--- src/rtl/serial_subtractor.sv ---
// Bit-serial unsigned subtractor: Ain - Bin computed LSB first through one
// full-subtractor cell and a registered borrow, one bit per clock.
module serial_subtractor #(
  parameter int WIDTH = 8
) (
  input  logic             Clk,
  input  logic             Rst,
  input  logic             Start,
  input  logic [WIDTH-1:0] Ain,
  input  logic [WIDTH-1:0] Bin,
  output logic             Busy,
  output logic             Done,
  output logic [WIDTH-1:0] Dout,
  output logic             Bout
);

  localparam int CW = $clog2(WIDTH);
  localparam logic [CW-1:0] CNT_LAST = CW'(WIDTH - 1);
  localparam logic [CW-1:0] CNT_ONE  = CW'(1);
  localparam logic [CW-1:0] CNT_ZERO = CW'(0);

  typedef enum logic [1:0] {
    ST_IDLE = 2'd0,
    ST_RUN  = 2'd1,
    ST_DONE = 2'd2
  } state_t;

  // Single full-subtractor cell: returns {borrow_out, difference}.
  function automatic logic [1:0] full_sub(input logic a, input logic b, input logic r);
    logic d;
    logic rn;
    d  = a ^ b ^ r;
    rn = (~a & b) | (~(a ^ b) & r);
    return {rn, d};
  endfunction

  state_t           state_r, state_s;
  logic [WIDTH-1:0] a_r, a_s;
  logic [WIDTH-1:0] b_r, b_s;
  logic [WIDTH-1:0] res_r, res_s;
  logic             borrow_r, borrow_s;
  logic [CW-1:0]    cnt_r, cnt_s;
  logic [WIDTH-1:0] dout_s;
  logic             bout_s;
  logic             busy_s;
  logic             done_s;
  logic [1:0]       fs_s;

  // Next-state, datapath and output-register next values.
  always_comb begin
    state_s  = state_r;
    a_s      = a_r;
    b_s      = b_r;
    res_s    = res_r;
    borrow_s = borrow_r;
    cnt_s    = cnt_r;
    dout_s   = Dout;
    bout_s   = Bout;
    fs_s     = full_sub(a_r[0], b_r[0], borrow_r);

    case (state_r)
      ST_IDLE, ST_DONE: begin
        if (Start) begin
          state_s  = ST_RUN;
          a_s      = Ain;
          b_s      = Bin;
          res_s    = {WIDTH{1'b0}};
          borrow_s = 1'b0;
          cnt_s    = CNT_ZERO;
        end else begin
          state_s  = ST_IDLE;
        end
      end
      ST_RUN: begin
        a_s      = {1'b0, a_r[WIDTH-1:1]};
        b_s      = {1'b0, b_r[WIDTH-1:1]};
        res_s    = {fs_s[0], res_r[WIDTH-1:1]};
        borrow_s = fs_s[1];
        cnt_s    = cnt_r + CNT_ONE;
        // The result register is kept apart from Dout so partials never show.
        if (cnt_r == CNT_LAST) begin
          state_s = ST_DONE;
          dout_s  = {fs_s[0], res_r[WIDTH-1:1]};
          bout_s  = fs_s[1];
        end else begin
          state_s = ST_RUN;
        end
      end
      default: begin
        state_s = ST_IDLE;
      end
    endcase

    busy_s = (state_s == ST_RUN);
    done_s = (state_s == ST_DONE);
  end

  // State, datapath and registered outputs.
  always_ff @(posedge Clk or posedge Rst) begin
    if (Rst) begin
      state_r  <= ST_IDLE;
      a_r      <= {WIDTH{1'b0}};
      b_r      <= {WIDTH{1'b0}};
      res_r    <= {WIDTH{1'b0}};
      borrow_r <= 1'b0;
      cnt_r    <= CNT_ZERO;
      Busy     <= 1'b0;
      Done     <= 1'b0;
      Dout     <= {WIDTH{1'b0}};
      Bout     <= 1'b0;
    end else begin
      state_r  <= state_s;
      a_r      <= a_s;
      b_r      <= b_s;
      res_r    <= res_s;
      borrow_r <= borrow_s;
      cnt_r    <= cnt_s;
      Busy     <= busy_s;
      Done     <= done_s;
      Dout     <= dout_s;
      Bout     <= bout_s;
    end
  end

endmodule
--- config.mk ---
export PLATFORM = sky130hd
export DESIGN_NAME = serial_subtractor
export DESIGN_NICKNAME = d
export VERILOG_FILES = /design/src/rtl/serial_subtractor.sv
export SDC_FILE = /design/constraint.sdc
export NUM_CORES = 1
export LEC_CHECK = 0
export ABC_AREA = 1
export BUFFER_PORTS_ARGS = -buffer_cell sky130_fd_sc_hd__buf_2
export CORE_ASPECT_RATIO = 1.25
export CORE_UTILIZATION = 58
export CTS_BUF_LIST = sky130_fd_sc_hd__clkbuf_2
export CTS_CLUSTER_SIZE = 8
export DETAILED_ROUTE_END_ITERATION = 7
export GPL_TIMING_DRIVEN = 0
export PLACE_DENSITY = 0.81
export SLEW_MARGIN = 25
export SYNTH_ARGS = -nofsm -noshare
export SYNTH_HDL_FRONTEND = slang
export SYNTH_SLANG_ARGS = --single-unit
--- constraint.sdc ---
create_clock -name Clk -period 1.58 [get_ports Clk]
set_input_delay 0.158 -clock Clk [delete_from_list [all_inputs] [get_ports Clk]]
set_output_delay 0.158 -clock Clk [all_outputs]
set_load 0.02 [all_outputs]
==> impl_metrics.yaml, run 1 <==
grt:
  antenna_found_initial: 0
  grt_max_degree: 26
  grt_pass1_vias: 1479
  track_usage_pct: 24.02
  grt_overflow: 0
  grt_pass1_wl_um: 6051
timing:
  worst_slack_ps: 176.4
  rsz0062_at_grt: "false"
  relSlewSlack_pct: 76.46
  worstMarginPinSlew_ps: 352.6
  finClkSkew_ps: 12.44
  slew_violations: 0
  timing.hold.ws_ps: 50.21
  setup_viol: 0
  max_freq_mhz: 712.4
  post-route-period-util_pct: 88.84
  fin_crit_ps: 1404
  fin_setup_tns_ps: 0
  hold_viol: 0
worst_setup_path:
  crit_arrival_ps: 1740
  cp_cell_sequence: "ha_1 -> ha_1 -> nand2_4 -> buf_6 -> nand2_1 -> nand2_1"
  cp-end-kind: "flip-flop"
  crit_type: "reg2reg"
  cp_slowest_stage_delay_ps: 430
  crit_path_start_kind: "flip-flop"
  cp_top_family: "adder cells"
  crit_fanout: 10
  crit_buf_inv: 1
  slowest_stage: "dfrtp_1"
  cp.required_ps: 1920
power_and_ir_drop:
  power_density_nw_per_um2: 2080
  vdd_drop_max_v: 0.001206
  power_mw: 4.616
  leakage_nw: 1.274
logic_synthesis:
  async_flop_share_pct: 100.0
  yosysTopAreaCell: "dfrtp_1"
  synthFlopType: "dfrtp_1"
  synth_common_cells: "nand2_1, inv_1, dfrtp_1"
  yosysWarnings: 0
  synth_top_area_share_pct: 52.29
  synth-xor-area-share_pct: 0
  synth_edf_count: 0
  synth_fp_nets: 242
  ys_seq_area_share_pct: 52.29
  yosys-top-cells-area: "dfrtp_1, nand2_1, inv_1"
  synth_compound_area_share_pct: 7.059
  synth_fa_ha_area_share_pct: 2.353
  muxShareOfSynthArea_pct: 0
  synth_top_family_by_area: "simple AND/OR/NAND/NOR gates"
  netlist_instances: 220
  ys_types: 21
  syn_avg_cell_area_um2: 8.702
  synth_simple_gate_area_share_pct: 25.03
  ys_ff_latch: 40
  synthesis.area_um2: 1914
  yosysMostFrequentCell: "nand2_1"
place:
  gp_congestion: 0.7688
  io_buffers: 29
  place_ws_ps: 221.5
  dpl_cell_area_um2: 2125
  dp_cells: 286
  hpwlAfterDp_um: 2415
clock_network:
  cts.sinks: 40
  path_clk_slew_ps: 190
  cts-hold-fix-buffers: 3
  root_buffer: "clkbuf_2"
  post_cts_buffers: 0
  clock_path_buffers: 2
  cts_tree: "done"
  cts-resized-gates: 0
  numCtsBuffers: 5
  clock_latency_ps: 390
  htree_levels: 2
layout:
  final_cells: 297
  diodes: 0
  nets: 282
  syn2layout_area_growth_pct: 15.95
  drive_above_1_share_pct: 24.90
  finish.utilization_pct: 73.31
  stdcell_area_um2: 2220
floorplan:
  num_rows: 22
  die_width_um: 53.39
  dieArea_um2: 3536
  start_util_pct: 63.22
  core-area_um2: 3028
  chipHeight_um: 66.23
  io_pins: 30
hold_path:
  hold_path_class: "in2reg"
run:
  maxCapViolCount: 0
drt:
  detail-route-antenna-nets: 0
  drt_pre_antenna_iters: 4
  via_count: 1476
  viasPerCell: 4.970
  drt-total-wl_um: 3416
  wire_per_inst_um: 11.50
  drc_errors: 0
  dr.first_iter.drc_count: 39
status:
  outcome: "complete, no violations"
where the power goes:
part | leakage, nW | internal (mW) | switching, mW
Combinational | 0.734 | 0.901 | 1.39
Clock | 0.0430 | 0.272 | 0.324
Sequential | 0.496 | 1.50 | 0.230
worst paths after layout:
check                      slack (ps)        to  depth (start not counted)  startpoint
setup reg to reg                  180   Dout[7]                          6    cnt_r[0]
min in group asynchronous         260   Dout[3]                          3         Rst
hold / removal                     50    b_r[0]                          5      Bin[0]
max in group asynchronous         870    b_r[6]                          4         Rst
setup / recovery                  180   Dout[7]                          6    cnt_r[0]
hold reg to reg                   490  cnt_r[0]                          1    cnt_r[0]
layout by cell type (no fill, tap or decap), drive strengths merged, types with 2 or more instances in the layout:
master,count
buf,39
nor2,2
ha,2
dfrtp,40
inv,44
o21ai,20
nand3,28
nand2,72
dlygate4sd3,3
clkbuf,6
worst min-delay path: stages:
cell and delay (ps):
buf_2 70, inv_1 30, nand2_1 50, nand3_1 60, nand2_1 50
layout make-up:
cell class | instances | area (um2)
sequential | 40 | 1001
fill | 242 | 808.3
multi-input combinational | 127 | 659.4
timing repair buffer | 33 | 195.2
inverter | 44 | 172.7
buffer | 9 | 81.33
tap | 36 | 45.04
clock inverter | 2 | 35.03
clock buffer | 6 | 30.03
per-layer routing:
metal,share of wire [%],GRT usage [%]
met3,3.7,4.828
met1,42,26.17
met5,0,0
met2,52,42.81
met4,1.8,11.51
flip-flops by register name, indices dropped and copies added (netlist names):
| register | cells |
|---|---|
| Dout | 8 |
| res_r | 7 |
| state_r | 2 |
| Done | 1 |
| borrow_r | 1 |
| Bout | 1 |
| cnt_r | 3 |
| Busy | 1 |
| a_r | 8 |
| b_r | 8 |
cells by family (layout without fill, tap and decap cells):
group | after synthesis | after routing
adder cells (fa/ha/maj) | 3 | 3
buffers and inverters | 53 | 94
AO/OA/AOI/OAI | 21 | 21
flip-flops | 40 | 40
AND/OR/NAND/NOR | 103 | 103
Note: power is estimated with default switching activity, not from simulation.
==> inputs of run 2 (changes only) <==
==> constraint.sdc (replaced) <==
create_clock -name Clk -period 1.4 [get_ports Clk]
set_input_delay 0.14 -clock Clk [delete_from_list [all_inputs] [get_ports Clk]]
set_output_delay 0.14 -clock Clk [all_outputs]
set_load 0.02 [all_outputs]
==> impl_metrics.yaml, run 2 (synthesis results as in run 1) <==
status:
  outcome: "complete, no violations"
timing:
  rsz0062_at_grt: "false"
  finClkSkew_ps: 16.73
  post-route-period-util_pct: 94.82
  hold_viol: 0
  slew_violations: 0
  max_freq_mhz: 753.3
  fin_crit_ps: 1327
  setup_viol: 0
  worstMarginPinSlew_ps: 358.7
  worst_slack_ps: 72.54
  relSlewSlack_pct: 76.05
  fin_setup_tns_ps: 0
drt:
  dr.first_iter.drc_count: 43
  drc_errors: 0
  via_count: 1468
  detail-route-antenna-nets: 0
  drt-total-wl_um: 3527
  wire_per_inst_um: 11.72
  viasPerCell: 4.877
  drt_pre_antenna_iters: 4
power_and_ir_drop:
  power_mw: 5.321
  leakage_nw: 1.289
  power_density_nw_per_um2: 2360
  vdd_drop_max_v: 0.001389
worst_setup_path:
  endpoint: "Dout[7]"
  crit_start: "cnt_r[0]"
  crit_buf_inv: 1
  slowest_stage: "dfrtp_1"
  crit_arrival_ps: 1670
  ff2ff_path_depth: 6
  crit_fanout: 10
  crit_type: "reg2reg"
  cp_slowest_stage_delay_ps: 430
  cp_top_family: "flip-flops"
  cp.required_ps: 1740
  crit_path_start_kind: "flip-flop"
  cp_cell_sequence: "ha_1 -> ha_2 -> nand2_4 -> buf_6 -> nand2_1 -> nand2_1"
  cp_common_cell: "nand2_1"
  r2r_slack_ps: 70
  cp-end-kind: "flip-flop"
  cp.depth: 6
  r2r-start: "cnt_r[0]"
  r2r-end: "Dout[7]"
layout:
  drive_above_1_share_pct: 26.79
  nets: 286
  final_cells: 301
  syn2layout_area_growth_pct: 17.78
  final_cell_mix: "nand2_1, dfrtp_1, inv_1"
  reg_top3: "Dout (8), a_r (8), b_r (8)"
  diodes: 0
  layout_commonest_cell: "nand2_1"
  stdcell_area_um2: 2255
clock_network:
  numCtsBuffers: 5
  htree_levels: 2
  cts_tree: "done"
  cts.sinks: 40
  path_clk_slew_ps: 210
  clock_path_buffers: 2
  clock_latency_ps: 400
  root_buffer: "clkbuf_2"
place:
  io_buffers: 29
  place_ws_ps: 41.55
  dp_cells: 286
  hpwlAfterDp_um: 2415
  dpl_cell_area_um2: 2125
  gp_congestion: 0.7688
grt:
  grt_overflow: 0
  grt_pass1_vias: 1469
  track_usage_pct: 24.17
  grt_pass1_wl_um: 6078
  antenna_found_initial: 0
  grt_max_degree: 26
run:
  maxCapViolCount: 0
floorplan:
  num_rows: 22
  dieArea_um2: 3536
  die_width_um: 53.39
  chipHeight_um: 66.23
  io_pins: 30
  start_util_pct: 63.22
  core-area_um2: 3028
hold_path:
  hold_path_depth: 5
  hold_path_class: "in2reg"
## run 2: changes by cell type in the layout (fill, tap and decap cells not counted)
cell   change
buf_4      +4
fa_1       -1
fa_2       +1
ha_1       -1
ha_2       +1
## run 2: repair_timing
item,4_1_cts,5_1_grt
buffers inserted,1,3
pin swaps,1,1
hold buffers,3,0
endpoints found under the hold margin,25,0
setup endpoints to repair,1,6
gates resized for setup,0,2
## run 2: per-layer routing
| layer | global-route usage, % | part of all wire, % |
|---|---|---|
| met5 | 0 | 0 |
| met4 | 11.18 | 0.94 |
| met3 | 4.828 | 3.5 |
| met2 | 42.81 | 52 |
| met1 | 26.77 | 43 |
## run 2: worst min-delay path by stage
stage	from	end	slack [ps]
after floorplan	Ain[7]	a_r[7]	270
after global placement	Bin[7]	b_r[7]	350
after detailed placement	Rst	Dout[3]	130
final	Ain[5]	a_r[5]	20
after CTS	Bin[5]	b_r[5]	20
after global routing	Bin[4]	b_r[4]	30
## run 2: where the power goes
group          total [mW]  switching [mW]  leakage (nW)  internal, mW
combinational        2.68            1.60         0.749          1.08
clock               0.690           0.383        0.0430         0.307
sequential           1.95           0.261         0.496          1.69
total                5.32            2.25          1.29          3.08
## run 2: tightest hold or removal path, stage by stage
cell and delay [ps]:
buf_2 70, inv_1 30, nand2_1 50, nand3_1 60
nand2_1 60
## run 2: stage by stage
stage               hold WS, ps  util (%)
finish                    22.50     74.46
global route              32.93     74.46
CTS                       24.49     73.55
detailed placement        134.6     70.17
global placement          354.5     69.50
floorplan                 266.6         -
## run 2: layout make-up
type                       instances  area [um2]
inverter                          44       172.7
fill                             236       773.2
tap                               36       45.04
buffer                             9       81.33
clock buffer                       6       30.03
clock inverter                     2       35.03
sequential                        40        1001
timing repair buffer              37       225.2
multi-input combinational        127       664.4
==> inputs of run 3 (changes only) <==
--- a/config.mk
+++ b/config.mk
@@ -8,12 +8,12 @@
 export ABC_AREA = 1
 export BUFFER_PORTS_ARGS = -buffer_cell sky130_fd_sc_hd__buf_2
 export CORE_ASPECT_RATIO = 1.25
-export CORE_UTILIZATION = 58
+export CORE_UTILIZATION = 60
 export CTS_BUF_LIST = sky130_fd_sc_hd__clkbuf_2
 export CTS_CLUSTER_SIZE = 8
 export DETAILED_ROUTE_END_ITERATION = 7
 export GPL_TIMING_DRIVEN = 0
-export PLACE_DENSITY = 0.81
+export PLACE_DENSITY = 0.84
 export SLEW_MARGIN = 25
 export SYNTH_ARGS = -nofsm -noshare
 export SYNTH_HDL_FRONTEND = slang
==> constraint.sdc (replaced) <==
create_clock -name Clk -period 1.7 [get_ports Clk]
set_input_delay 0.17 -clock Clk [delete_from_list [all_inputs] [get_ports Clk]]
set_output_delay 0.17 -clock Clk [all_outputs]
set_load 0.02 [all_outputs]
==> impl_metrics.yaml, run 3 (synthesis results as in run 1) <==
status:
  outcome: "complete, no violations"
grt:
  grt_max_degree: 30
  track_usage_pct: 25.86
  antenna_found_initial: 0
  grt_pass1_wl_um: 6410
  grt_overflow: 0
  grt_pass1_vias: 1469
floorplan:
  chipHeight_um: 65.15
  io_pins: 30
  die_width_um: 52.52
  dieArea_um2: 3422
  start_util_pct: 63.80
  core-area_um2: 3000
  num_rows: 22
worst_setup_path:
  cp-end-kind: "flip-flop"
  crit_buf_inv: 1
  cp_top_family: "adder cells"
  cp_cell_sequence: "ha_1 -> ha_1 -> nand2_4 -> buf_6 -> nand2_1 -> nand2_1"
  cp.required_ps: 2070
  crit_type: "reg2reg"
  crit_arrival_ps: 1760
  cp_slowest_stage_delay_ps: 440
  slowest_stage: "dfrtp_1"
  crit_path_start_kind: "flip-flop"
  crit_fanout: 10
clock_network:
  path_clk_slew_ps: 200
  cts-resized-gates: 0
  clock_path_buffers: 2
  cts_tree: "done"
  numCtsBuffers: 5
  root_buffer: "clkbuf_2"
  clock_latency_ps: 400
  post_cts_buffers: 0
  htree_levels: 2
  cts.sinks: 40
timing:
  post-route-period-util_pct: 81.84
  worst_slack_ps: 308.7
  relSlewSlack_pct: 81.60
  hold_viol: 0
  fin_crit_ps: 1391
  max_freq_mhz: 718.8
  slew_violations: 0
  worstMarginPinSlew_ps: 275.6
  fin_setup_tns_ps: 0
  finClkSkew_ps: 14.76
  setup_viol: 0
  rsz0062_at_grt: "false"
drt:
  detail-route-antenna-nets: 0
  via_count: 1468
  wire_per_inst_um: 11.72
  dr.first_iter.drc_count: 35
  drt_pre_antenna_iters: 4
  drt-total-wl_um: 3481
  viasPerCell: 4.943
  drc_errors: 0
power_and_ir_drop:
  power_density_nw_per_um2: 1943
  power_mw: 4.312
  leakage_nw: 1.274
  vdd_drop_max_v: 0.001201
layout:
  layout_commonest_cell: "nand2_1"
  stdcell_area_um2: 2220
  final_cell_mix: "nand2_1, dfrtp_1, inv_1"
  reg_top3: "Dout (8), a_r (8), b_r (8)"
  nets: 282
  diodes: 0
  drive_above_1_share_pct: 24.90
  syn2layout_area_growth_pct: 15.95
  finish.utilization_pct: 73.98
place:
  gp_congestion: 0.7936
  io_buffers: 29
  place_ws_ps: 334.7
  dpl_cell_area_um2: 2125
  hpwlAfterDp_um: 2489
hold_path:
  hold_path_class: "in2reg"
run:
  maxCapViolCount: 0
## run 3: changes by cell type in the layout (fill, tap and decap cells not counted), sizes merged
cell and delta:
buf -4
## run 3: path summary, 6_finish.rpt
path	startpoint	to	slack, ps	depth (start not counted)
worst max-delay path	cnt_r[0]	Dout[7]	310	6
worst min-delay path	Bin[1]	b_r[1]	50	5
worst max register to register	cnt_r[0]	Dout[7]	310	6
worst min register to register	cnt_r[0]	cnt_r[0]	490	1
max in group asynchronous	Rst	b_r[0]	1050	4
min in group asynchronous	Rst	Dout[6]	210	3
## run 3: worst min-delay path: stages
cell	delay, ps
buf_2	70
inv_1	30
nand2_1	50
nand3_1	60
nand2_1	60
## run 3: metal layers
layer	GRT usage [%]	up-vias	share of wire, %
met3	6.250	7	4.2
met5	0	-	0
met2	45.09	32	52
li1	-	752	-
met1	30.36	677	42
met4	8.882	0	1.4
## run 3: where the power goes
part	switching (mW)	internal [mW]	total [mW]
clock network	0.311	0.253	0.564
logic	1.31	0.835	2.14
registers	0.214	1.39	1.61
## run 3: layout make-up
cell class                      instances  area, um2
Sequential cell                        40       1001
Fill cell                             245      780.7
Multi-Input combinational cell        127      659.4
Timing Repair Buffer                   33      195.2
Inverter                               44      172.7
Buffer                                  9      81.33
Tap cell                               36      45.04
Clock inverter                          2      35.03
Clock buffer                            6      30.03
## run 3: per-stage QoR
step,instances,hold slack (ps)
after floorplan,220,296.6
after global placement,285,381.9
after detailed placement,286,125.9
after CTS,297,42.53
after global routing,297,42.75
final,297,48.81
## run 3: timing repair
action	CTS	global route
hold endpoints to repair	42	0
hold buffers	3	0
setup endpoints to repair	0	0
